`src/rtl/nvdla_dbb_initiator_pkg.sv`:
```
// Shared types for the DBB initiator: FSM state encoding and control/status bundles.
package nvdla_package;

    localparam int DBB_ADDR_W = 32;
    localparam int DBB_LEN_W  = 4;
    localparam int DBB_ID_W   = 8;

    typedef enum logic [2:0] {
        INIT_IDLE,
        INIT_WR_REQ,
        INIT_WR_DATA,
        INIT_WR_RSP,
        INIT_RD_REQ,
        INIT_RD_DATA,
        INIT_DONE
    } state_dbb_init_t;

    typedef struct packed {
        logic [DBB_ADDR_W-1:0] addr;
        logic [DBB_LEN_W-1:0]  len;
        logic [DBB_ID_W-1:0]   id;
    } dbb_req_t;

    typedef struct packed {
        logic                  start;
        logic                  rnw;
        logic [DBB_ADDR_W-1:0] addr;
        logic [DBB_LEN_W-1:0]  len;
        logic [DBB_ID_W-1:0]   id;
    } ctrl_dbb_init_t;

    typedef struct packed {
        logic busy;
        logic done;
        logic err;
    } flags_dbb_init_t;

endpackage

```
`src/rtl/nvdla_dbb_initiator.sv`:
```
// DBB master engine: turns one read or write job into request, data and response
// handshakes; data beats pass straight between the HWPE streams and the DBB ports.
module nvdla_dbb_initiator
    import nvdla_package::*;
#(
    parameter int ADDR_W = 32,
    parameter int DATA_W = 32,
    parameter int LEN_W  = 4,
    parameter int ID_W   = 8
) (
    input  logic                clk_i,
    input  logic                rst_i,
    input  logic                clear_i,
    input  logic                start_i,
    input  logic                rnw_i,
    input  logic [ADDR_W-1:0]   addr_i,
    input  logic [LEN_W-1:0]    len_i,
    input  logic [ID_W-1:0]     id_i,
    output logic                busy_o,
    output logic                done_o,
    output logic                err_o,
    input  logic [DATA_W-1:0]   data_i_data,
    input  logic [DATA_W/8-1:0] data_i_strb,
    input  logic                data_i_valid,
    output logic                data_i_ready,
    output logic [DATA_W-1:0]   data_o_data,
    output logic [DATA_W/8-1:0] data_o_strb,
    output logic                data_o_valid,
    input  logic                data_o_ready,
    output logic                wr_req_valid_o,
    input  logic                wr_req_ready_i,
    output logic [ADDR_W-1:0]   wr_req_addr_o,
    output logic [LEN_W-1:0]    wr_req_len_o,
    output logic [ID_W-1:0]     wr_req_id_o,
    output logic                wr_dat_valid_o,
    input  logic                wr_dat_ready_i,
    output logic [DATA_W-1:0]   wr_dat_data_o,
    output logic [DATA_W/8-1:0] wr_dat_strb_o,
    output logic                wr_dat_last_o,
    input  logic                wr_rsp_valid_i,
    output logic                wr_rsp_ready_o,
    input  logic [ID_W-1:0]     wr_rsp_id_i,
    output logic                rd_req_valid_o,
    input  logic                rd_req_ready_i,
    output logic [ADDR_W-1:0]   rd_req_addr_o,
    output logic [LEN_W-1:0]    rd_req_len_o,
    output logic [ID_W-1:0]     rd_req_id_o,
    input  logic                rd_dat_valid_i,
    output logic                rd_dat_ready_o,
    input  logic [DATA_W-1:0]   rd_dat_data_i,
    input  logic [ID_W-1:0]     rd_dat_id_i,
    input  logic                rd_dat_last_i
);

    state_dbb_init_t  state_q, state_d;
    logic [LEN_W-1:0]  cnt_q, cnt_d;
    logic [LEN_W-1:0]  len_q, len_d;
    logic [ADDR_W-1:0] addr_q, addr_d;
    logic [ID_W-1:0]   id_q, id_d;
    logic              rnw_q, rnw_d;
    logic              err_q, err_d;

    logic            in_wr_data, in_rd_data;
    logic            wr_dat_hs, rd_dat_hs, last_beat;
    flags_dbb_init_t flags;

    // Direction qualifier keeps each data path dead unless the latched job matches it.
    assign in_wr_data = (state_q == INIT_WR_DATA) && !rnw_q;
    assign in_rd_data = (state_q == INIT_RD_DATA) && rnw_q;
    assign last_beat  = (cnt_q == len_q);
    assign wr_dat_hs  = in_wr_data && data_i_valid && wr_dat_ready_i;
    assign rd_dat_hs  = in_rd_data && rd_dat_valid_i && data_o_ready;

    always_comb begin
        state_d = state_q;
        cnt_d   = cnt_q;
        len_d   = len_q;
        addr_d  = addr_q;
        id_d    = id_q;
        rnw_d   = rnw_q;
        err_d   = err_q;
        case (state_q)
            INIT_IDLE: begin
                if (start_i) begin
                    addr_d  = addr_i;
                    len_d   = len_i;
                    id_d    = id_i;
                    rnw_d   = rnw_i;
                    err_d   = 1'b0;
                    cnt_d   = '0;
                    state_d = rnw_i ? INIT_RD_REQ : INIT_WR_REQ;
                end
            end
            INIT_WR_REQ: begin
                if (wr_req_ready_i) begin
                    cnt_d   = '0;
                    state_d = INIT_WR_DATA;
                end
            end
            INIT_WR_DATA: begin
                if (wr_dat_hs) begin
                    if (last_beat) state_d = INIT_WR_RSP;
                    else           cnt_d   = cnt_q + 1'b1;
                end
            end
            INIT_WR_RSP: begin
                if (wr_rsp_valid_i) begin
                    if (wr_rsp_id_i != id_q) err_d = 1'b1;
                    state_d = INIT_DONE;
                end
            end
            INIT_RD_REQ: begin
                if (rd_req_ready_i) begin
                    cnt_d   = '0;
                    state_d = INIT_RD_DATA;
                end
            end
            INIT_RD_DATA: begin
                if (rd_dat_hs) begin
                    if (rd_dat_id_i != id_q) err_d = 1'b1;
                    // Counter freezes at len: either the expected last beat or an early last ends the burst.
                    if (last_beat) begin
                        if (!rd_dat_last_i) err_d = 1'b1;
                        state_d = INIT_DONE;
                    end else if (rd_dat_last_i) begin
                        err_d   = 1'b1;
                        state_d = INIT_DONE;
                    end else begin
                        cnt_d = cnt_q + 1'b1;
                    end
                end
            end
            INIT_DONE: state_d = INIT_IDLE;
            default:   state_d = INIT_IDLE;
        endcase
        if (clear_i) begin
            state_d = INIT_IDLE;
            cnt_d   = '0;
            len_d   = '0;
            addr_d  = '0;
            id_d    = '0;
            rnw_d   = 1'b0;
            err_d   = 1'b0;
        end
    end

    always_ff @(posedge clk_i or posedge rst_i) begin
        if (rst_i) begin
            state_q <= INIT_IDLE;
            cnt_q   <= '0;
            len_q   <= '0;
            addr_q  <= '0;
            id_q    <= '0;
            rnw_q   <= 1'b0;
            err_q   <= 1'b0;
        end else begin
            state_q <= state_d;
            cnt_q   <= cnt_d;
            len_q   <= len_d;
            addr_q  <= addr_d;
            id_q    <= id_d;
            rnw_q   <= rnw_d;
            err_q   <= err_d;
        end
    end

    assign flags.busy = (state_q != INIT_IDLE);
    assign flags.done = (state_q == INIT_DONE);
    assign flags.err  = err_q;
    assign busy_o     = flags.busy;
    assign done_o     = flags.done;
    assign err_o      = flags.err;

    assign wr_req_valid_o = (state_q == INIT_WR_REQ) && !rnw_q;
    assign wr_req_addr_o  = addr_q;
    assign wr_req_len_o   = len_q;
    assign wr_req_id_o    = id_q;
    assign rd_req_valid_o = (state_q == INIT_RD_REQ) && rnw_q;
    assign rd_req_addr_o  = addr_q;
    assign rd_req_len_o   = len_q;
    assign rd_req_id_o    = id_q;

    assign wr_dat_valid_o = in_wr_data && data_i_valid;
    assign data_i_ready   = in_wr_data && wr_dat_ready_i;
    assign wr_dat_data_o  = data_i_data;
    assign wr_dat_strb_o  = data_i_strb;
    assign wr_dat_last_o  = in_wr_data && last_beat;
    assign wr_rsp_ready_o = (state_q == INIT_WR_RSP);

    assign data_o_valid   = in_rd_data && rd_dat_valid_i;
    assign rd_dat_ready_o = in_rd_data && data_o_ready;
    assign data_o_data    = rd_dat_data_i;
    assign data_o_strb    = '1;

endmodule

```
`config.mk`:
```
export PLATFORM = sky130hd
export DESIGN_NAME = nvdla_dbb_initiator
export DESIGN_NICKNAME = d
export VERILOG_FILES = /design/src/rtl/nvdla_dbb_initiator_pkg.sv /design/src/rtl/nvdla_dbb_initiator.sv
export SDC_FILE = /design/constraint.sdc
export NUM_CORES = 1
export LEC_CHECK = 0
export CORE_AREA = 2 2 122 124
export CTS_CLUSTER_DIAMETER = 60
export CTS_CLUSTER_SIZE = 40
export DETAILED_ROUTE_END_ITERATION = 10
export DIE_AREA = 0 0 124 126
export PLACE_DENSITY = 0.71
export SYNTH_ARGS = -nofsm -noshare
export SYNTH_HDL_FRONTEND = slang
export SYNTH_SLANG_ARGS = --single-unit
```
`constraint.sdc`:
```
create_clock -name clk_i -period 2 [get_ports clk_i]
set_clock_uncertainty 0.2 [all_clocks]
set_input_delay 0.3 -clock clk_i [delete_from_list [all_inputs] [get_ports clk_i]]
set_output_delay 0.3 -clock clk_i [all_outputs]
set_load 0.01 [all_outputs]
```
==> results by group, run 1 <==
Die
  – Die X: approximately 120 um
  – Die height: 126 um
  – Io pins: 312
  – Starting Density: between 20% and 30%
  – Row cnt: 44
  – Core area: between 10000 and 15000 um2
  – DIE AREA: approximately 16000 um2

Pwr
  – Max VDD drop: about 0.38 mV
  – Power per cell area: between 1000 and 1500 nW/um2
  – Leakage: ~2.3 nW
  – Tot Pwr: between 0.005 and 0.006 W

Cells and area
  – Layout Cells excl Fill: around 720
  – Share of cells above drive strength 1: 20.78%
  – Final core utilization: between 30% and 40%
  – Sequential Area: roughly 1300 um2
  – Area Growth Syn to Fin: 50.03%
  – Ant diodes: 0
  – Nets: approximately 700
  – Area of the multi-input gates: between 1000 and 1500 um2
  – # fillers: roughly 1.5k

Clock network
  – Clock tree buffer depth: 2
  – CTS Hold Bufs: 0
  – Root buffer cell: clkbuf_16
  – Clock Latency Late Sink: around 0.3 ns
  – CTS Sinks: 53
  – Total CTS buffers: 5
  – Htree depth: 2
  – CTS clk-pin slew, worst paths: 0.07 ns
  – CTS tree: built

Synthesis
  – Synth top area share: 36.55%
  – Synth Instances: 430
  – Most common cell in the netlist: buf_4
  – Asr flop ratio synth: between 90% and 100%
  – Dominant cell type by area after synthesis: dfrtp_1
  – Syn Std Cell Area: about 3600 um2
  – Number of flops mapped to enable cells by yosys: 0
  – Yosys Warn Count: 0
  – Synthesized area per cell: about 8.4 um2
  – Top FF cell, synth: dfrtp_1
  – Post-synth cell types: 49
  – Commonest cells in the netlist: buf_4, nand2_1, dfrtp_1
  – Synth area leaders: dfrtp_1, buf_4, nand2_1
  – Post-synthesis sequential area ratio: approximately 37%
  – Seq cells post-synth: 53

Timing
  – Fmax: between 400 and 500 MHz
  – Slew Limit Fails: 0
  – Fin crit period: about 2.1 ns
  – Setup WS post-layout: -0.1422 ns
  – Setup TNS: -0.7684 ns
  – RSZ-0062 raised after global routing: true
  – Hold WS: 0.1367 ns
  – Final setup fails: 11
  – Period Utilization, post-route: 107.1%
  – Final hold violations: 0

Worst setup path
  – Startpoint types: register
  – Setup crit end kind: register
  – Crit Path Max Fanout: 7
  – Worst endpoint required time: approximately 2 ns
  – Critical path class: reg -> reg
  – Arrival time worst endpoint: 2.13 ns

Detailed routing
  – Routed wire length: about 12000 um
  – Routed Antenna Nets: 0
  – 1st-iter DRT viols: between 150 and 200
  – Vias per cell: around 4.3
  – Via count: 3123
  – Post-DR wirelength/cell: 15.92 um
  – First-pass DRT Iterations: 4
  – # DRC: 0

Worst hold path
  – Hold/Removal Path Class: in -> async

Global route
  – Initial antenna violation count: 0
  – Largest net degree at the start of global routing: 30
  – GRT Util Overall: 14.41%
  – Global route overflow: 0
  – Vias in the first global route: 3163
  – First-pass GRT wire length: 17080 um

Outcome
  – Violated checks: negative setup slack
  – Status: complete, but fails checks

Placed design
  – Port bufs: 171
  – Detailed Place HPWL: between 8000 and 9000 um
  – GP Congestion: approximately 0.77
  – Placed Instances: ~700

Flow run
  – MaxCap Viol Count: 0
==> worst max-delay path, stage by stage (launching register included) <==
cell,delay [ns]
dfrtp_2,0.48
nor4b_4,0.27
buf_4,0.15
nand3_2,0.09
a311oi_4,0.30
o21a_1,0.23
mux2_4,0.31
==> layout by cell type, fill, tap and decap left out, types with 3 or more instances in the layout <==
master             n
nand2_1           96
buf_2              4
or3b_1             4
mux2_4             3
conb_1             4
dfrtp_2            3
xnor2_1           12
xor2_1             7
buf_4             50
buf_6              9
nand3_1            3
clkdlybuf4s50_1  159
clkbuf_16          5
a21oi_1           48
buf_12             6
dfrtp_1           50
and2_4             5
nor2_1             8
==> layout make-up <==
type	count	share of cell area, %
tap	184	4.229
sequential	53	24.43
clock buffer	7	2.436
inverter	4	0.3218
timing repair buffer	233	41.44
clock inverter	1	0.1379
multi-input combinational	241	27.01
==> final timing paths <==
| kind | from | end | slack [ns] | depth (start not counted) |
|---|---|---|---|---|
| max | state_q[0] | state_q[0] | -0.14 | 6 |
| min | rst_i | rd_req_addr_o[8] | 0.14 | 2 |
| max reg2reg | state_q[0] | state_q[0] | -0.14 | 6 |
| min reg2reg | rd_req_addr_o[26] | rd_req_addr_o[26] | 0.34 | 2 |
| max in group asynchronous | rst_i | state_q[1] | 0.96 | 3 |
| min in group clk_i | clear_i | rd_req_addr_o[26] | 0.30 | 3 |
==> cells by family after synthesis <==
group	share of synthesized area, %
and+or+nand+nor	18.62
xor gates and xnor gates	5.069
buffers and inverters	26.69
other	0.1033
adders and majority gates	0.3448
muxes	1.448
DFF	36.55
AOI/OAI and AO/OA	11.17
==> registers in the layout (all words and copies together), names as in the netlist <==
register,flops
cnt_q,4
rd_req_id_o,8
rnw_q,1
rd_req_addr_o,32
rd_req_len_o,4
state_q,3
err_o,1
==> timing repair <==
item                       CTS  global route
setup buffers               11             5
setup endpoints to repair   47            42
pin swaps                   15            13
gates resized for setup     46            30
==> power by group <==
group	internal, W	switching (W)	total (W)
registers	0.00129	0.000256	0.00154
logic	0.00180	0.00140	0.00320
clock network	0.000466	0.000397	0.000864
==> stage by stage <==
stage,area (um2),setup slack (ns)
2_1_floorplan,3665,-0.02209
3_3_place_gp,5054,-0.2403
3_5_place_dp,5054,-0.2266
4_1_cts,5326,-0.1822
5_1_grt,5444,-0.2189
6_report,5444,-0.1422
==> routing by layer <==
layer / share of wire (%) / routed length, um / GRT usage (%)
met5: 0 / 0 / 0
met4: 2.2 / 249 / 5.155
met3: 9.5 / 1095 / 6.024
met2: 48 / 5481 / 23.27
met1: 41 / 4685 / 17.09
Note: power is estimated with default switching activity, not from simulation.
==> run 2, diff against run 1 <==
Settings changed: ABC_AREA set to 1, CORE_AREA 2 2 122 124 to 2 2 120 122, DIE_AREA 0 0 124 126 to 0 0 122 124, PLACE_DENSITY 0.71 to 0.75.
==> run 2 against run 1 <==
  * The run now ends clean
  * Clock power up 20%
  * Register-to-register slack improved by 0.35 ns
  * Highest routed layer is now met5
  * Count of clock-buffer cells in the layout down 2
==> results by group, run 2 <==
Timing
  – Setup TNS: 0 ns (+0.7684 ns)
  – Slew Limit Fails: 0 (unchanged)
  – Fmax: 523.7 MHz (+12%)
  – Fin crit period: 1.910 ns (-0.2327 ns)
  – RSZ-0062 raised after global routing: false
  – Final hold violations: 0 (unchanged)
  – Period Utilization, post-route: 95.48% (-12 points)
  – Final setup fails: 0 (-11)

Global route
  – GR peak layer: met2
  – Vias in the first global route: 3048 (-3.6%)
  – Largest net degree at the start of global routing: 56 (+87%)
  – Initial antenna violation count: 2 (+2)
  – Met1 usage: 16.58% (-0.51 points)
  – First-pass GRT wire length: 16160 um (-5.4%)
  – Global route overflow: 0 (unchanged)
  – Met3 Use GR: 3.846% (-2.2 points)
  – Met2 usage: 22.21% (-1.1 points)
  – GRT Util Overall: 13.93% (-0.48 points)

Die
  – Die height: 124 um (-1.6%)
  – Starting Density: 27.81% (+2.5 points)
  – Die X: 122 um (-1.6%)
  – Core area: 13720 um2 (-4.2%)
  – DIE AREA: 15130 um2 (-3.2%)
  – Io pins: 312 (unchanged)
  – Row cnt: 43 (-2.3%)

Cells and area
  – Nets: 710 (+4.4%)
  – # fillers: 1410 (-3.4%)
  – Share of cells above drive strength 1: 11.25% (-9.5 points)
  – Area Growth Syn to Fin: 36.54%
  – Layout Cells excl Fill: 749 (+3.6%)
  – Largest register FFs: 32 (unchanged)
  – Final instance area: 5209 um2 (-4.3%)
  – Ant diodes: 0 (unchanged)
  – Commonest non-fill, non-tap cell in the layout: clkdlybuf4s50_1
  – Most frequent cells in the layout: clkdlybuf4s50_1, inv_1, nand3_1

Worst hold path
  – Hold/Removal Path Class: in -> async

Clock network
  – Root buffer cell: clkbuf_16
  – CTS clk-pin slew, worst paths: 0.08 ns (about the same)
  – CTS tree: built
  – Htree depth: 2 (unchanged)
  – Clock Latency Late Sink: 0.30 ns (about the same)
  – Total CTS buffers: 5 (unchanged)
  – CTS Sinks: 53 (unchanged)
  – Clock tree buffer depth: 2 (unchanged)

Worst setup path
  – Worst endpoint required time: 1.50 ns (-0.49 ns)
  – Arrival time worst endpoint: 1.41 ns (-0.72 ns)
  – Crit Path Max Fanout: 7 (unchanged)
  – Worst R2R Setup Slack: 0.21 ns (+0.35 ns)
  – Startpoint types: register
  – Setup crit end kind: primary output
  – Critical path class: reg -> out
  – Reg2Reg Depth: 11 (+5)

Synthesis
  – Synth Instances: 492 (+14%)
  – Dominant cell type by area after synthesis: dfrtp_1
  – Number of flops mapped to enable cells by yosys: 0 (unchanged)
  – Yosys Warn Count: 0 (unchanged)
  – Post-synth cell types: 36 (-27%)
  – Synth top area share: 34.77% (-1.8 points)
  – Post-synthesis sequential area ratio: 34.77% (-1.8 points)
  – Seq cells post-synth: 53 (unchanged)
  – Synthesized area per cell: 7.754 um2 (-8.1%)
  – Commonest cells in the netlist: buf_4, inv_1, nand3_1
  – Top FF cell, synth: dfrtp_1
  – Syn Std Cell Area: 3815 um2 (+5.1%)
  – Asr flop ratio synth: 100.0% (unchanged)
  – Synth area leaders: dfrtp_1, buf_4, nand3_1
  – Most common cell in the netlist: buf_4

Pwr
  – Net Sw Frac: 36.89% (+0.29 points)
  – Combinational Power Share: 48.9% (-8.2 points)
  – Leakage: 2.294 nW (+0.84%)
  – Power per cell area: 951.4 nW/um2 (-7.7%)
  – Sequential Power Share: 30.1% (+2.6 points)
  – Clock power share: 21.1% (+5.7 points)
  – Max VDD drop: 0.3355 mV (-13%)
  – Pint: 0.003127 W (-12%)
  – NetSw: 0.001828 W (-11%)

Placed design
  – Detailed Place HPWL: 8218 um (-6.1%)
  – Port bufs: 171 (unchanged)
  – GP Congestion: 0.8328 (+8.7%)
  – Placement Cell Area: 4994 um2 (-1.2%)
  – Placed Instances: 737 (+5.4%)

Detailed routing
  – Routed Antenna Nets: 0 (unchanged)
  – Routed wire length: 10440 um (-9.3%)
  – Vias per cell: 4.355 (+0.83%)
  – 1st-iter DRT viols: 154 (-4.9%)
  – First-pass DRT Iterations: 4 (unchanged)
  – Via count: 3262 (+4.5%)
  – Post-DR wirelength/cell: 13.94 um (-12%)
  – # DRC: 0 (unchanged)

Outcome
  – Status: finished, final reports clean

Flow run
  – MaxCap Viol Count: 0 (unchanged)
## run 2: worst paths after layout
kind / startpoint / to
setup / recovery: state_q[0] / rd_req_valid_o
hold / removal: rst_i / rd_req_id_o[6]
setup reg to reg: state_q[1] / cnt_q[0]
hold reg to reg: rd_req_addr_o[31] / rd_req_addr_o[31]
max in group asynchronous: rst_i / rd_req_addr_o[28]
min in group clk_i: rd_req_addr_o[31] / rd_req_addr_o[31]
## run 2: critical path, stage by stage, from the launching register on
cell	delay [ns]
dfrtp_2	0.43
buf_12	0.14
nor4_1	0.24
dlygate4sd2_1	0.30
## run 2: area by class of cell
| cell class | count | area (um2) | share of cell area (%) |
|---|---|---|---|
| clock buffer | 5 | 125.1 | 2.402 |
| tap | 180 | 225.2 | 4.324 |
| timing repair buffer | 199 | 1948 | 37.40 |
| multi-input combinational | 241 | 1275 | 24.48 |
| inverter | 68 | 257.7 | 4.948 |
| clock inverter | 3 | 47.55 | 0.9128 |
| sequential | 53 | 1330 | 25.53 |
## run 2: power groups by stage
stage	Clock [W]	Combinational [W]	Sequential (W)
final	0.00104	0.00242	0.00149
after global routing	0.00113	0.00266	0.00153
after global placement	0	0.00233	0.00153
after floorplan	0	0.00146	0.00154
after CTS	0.00110	0.00238	0.00151
after detailed placement	0	0.00236	0.00154
## run 2: kinds of logic (layout without fill, tap and decap cells)
group                      after synthesis  count (layout)  synth area share (%)
adders and majority gates                1               1                0.3279
other                                    1               4               0.09830
xor gates and xnor gates                12              12                 2.755
buffers and inverters                  201             275                 32.31
AOI/OAI and AO/OA                       59              59                 8.495
and+or+nand+nor                        165             165                 21.25
DFF                                     53              53                 34.77
## run 2: what timing repair did
action                                  CTS  global route
cloned                                    0             0
endpoints found under the setup margin   10             6
gates resized for setup                  20             2
hold buffers                              0             0
setup buffers                             3             1
endpoints found under the hold margin     0             0
## run 2: stage by stage
step	worst slack (ns)	hold WS (ns)	total power, W	utilization, %
floorplan	0.2138	0.2469	0.002996	-
global placement	-0.01940	0.3215	0.003862	36.40
detailed placement	-0.02049	0.3250	0.003897	36.40
CTS	0.0008001	0.1668	0.004989	37.80
global route	0.0005296	0.2143	0.005313	37.97
finish	0.09050	0.1627	0.004956	37.97
## run 2: routing by layer
layer / wire length [um] / part of all wire [%] / up-vias
met3: 1022 / 9.8 / 55
li1: - / - / 1580
met2: 4853 / 46 / 148
met4: 497 / 4.8 / 4
met1: 4036 / 39 / 1475
met5: 27 / 0.26 / -
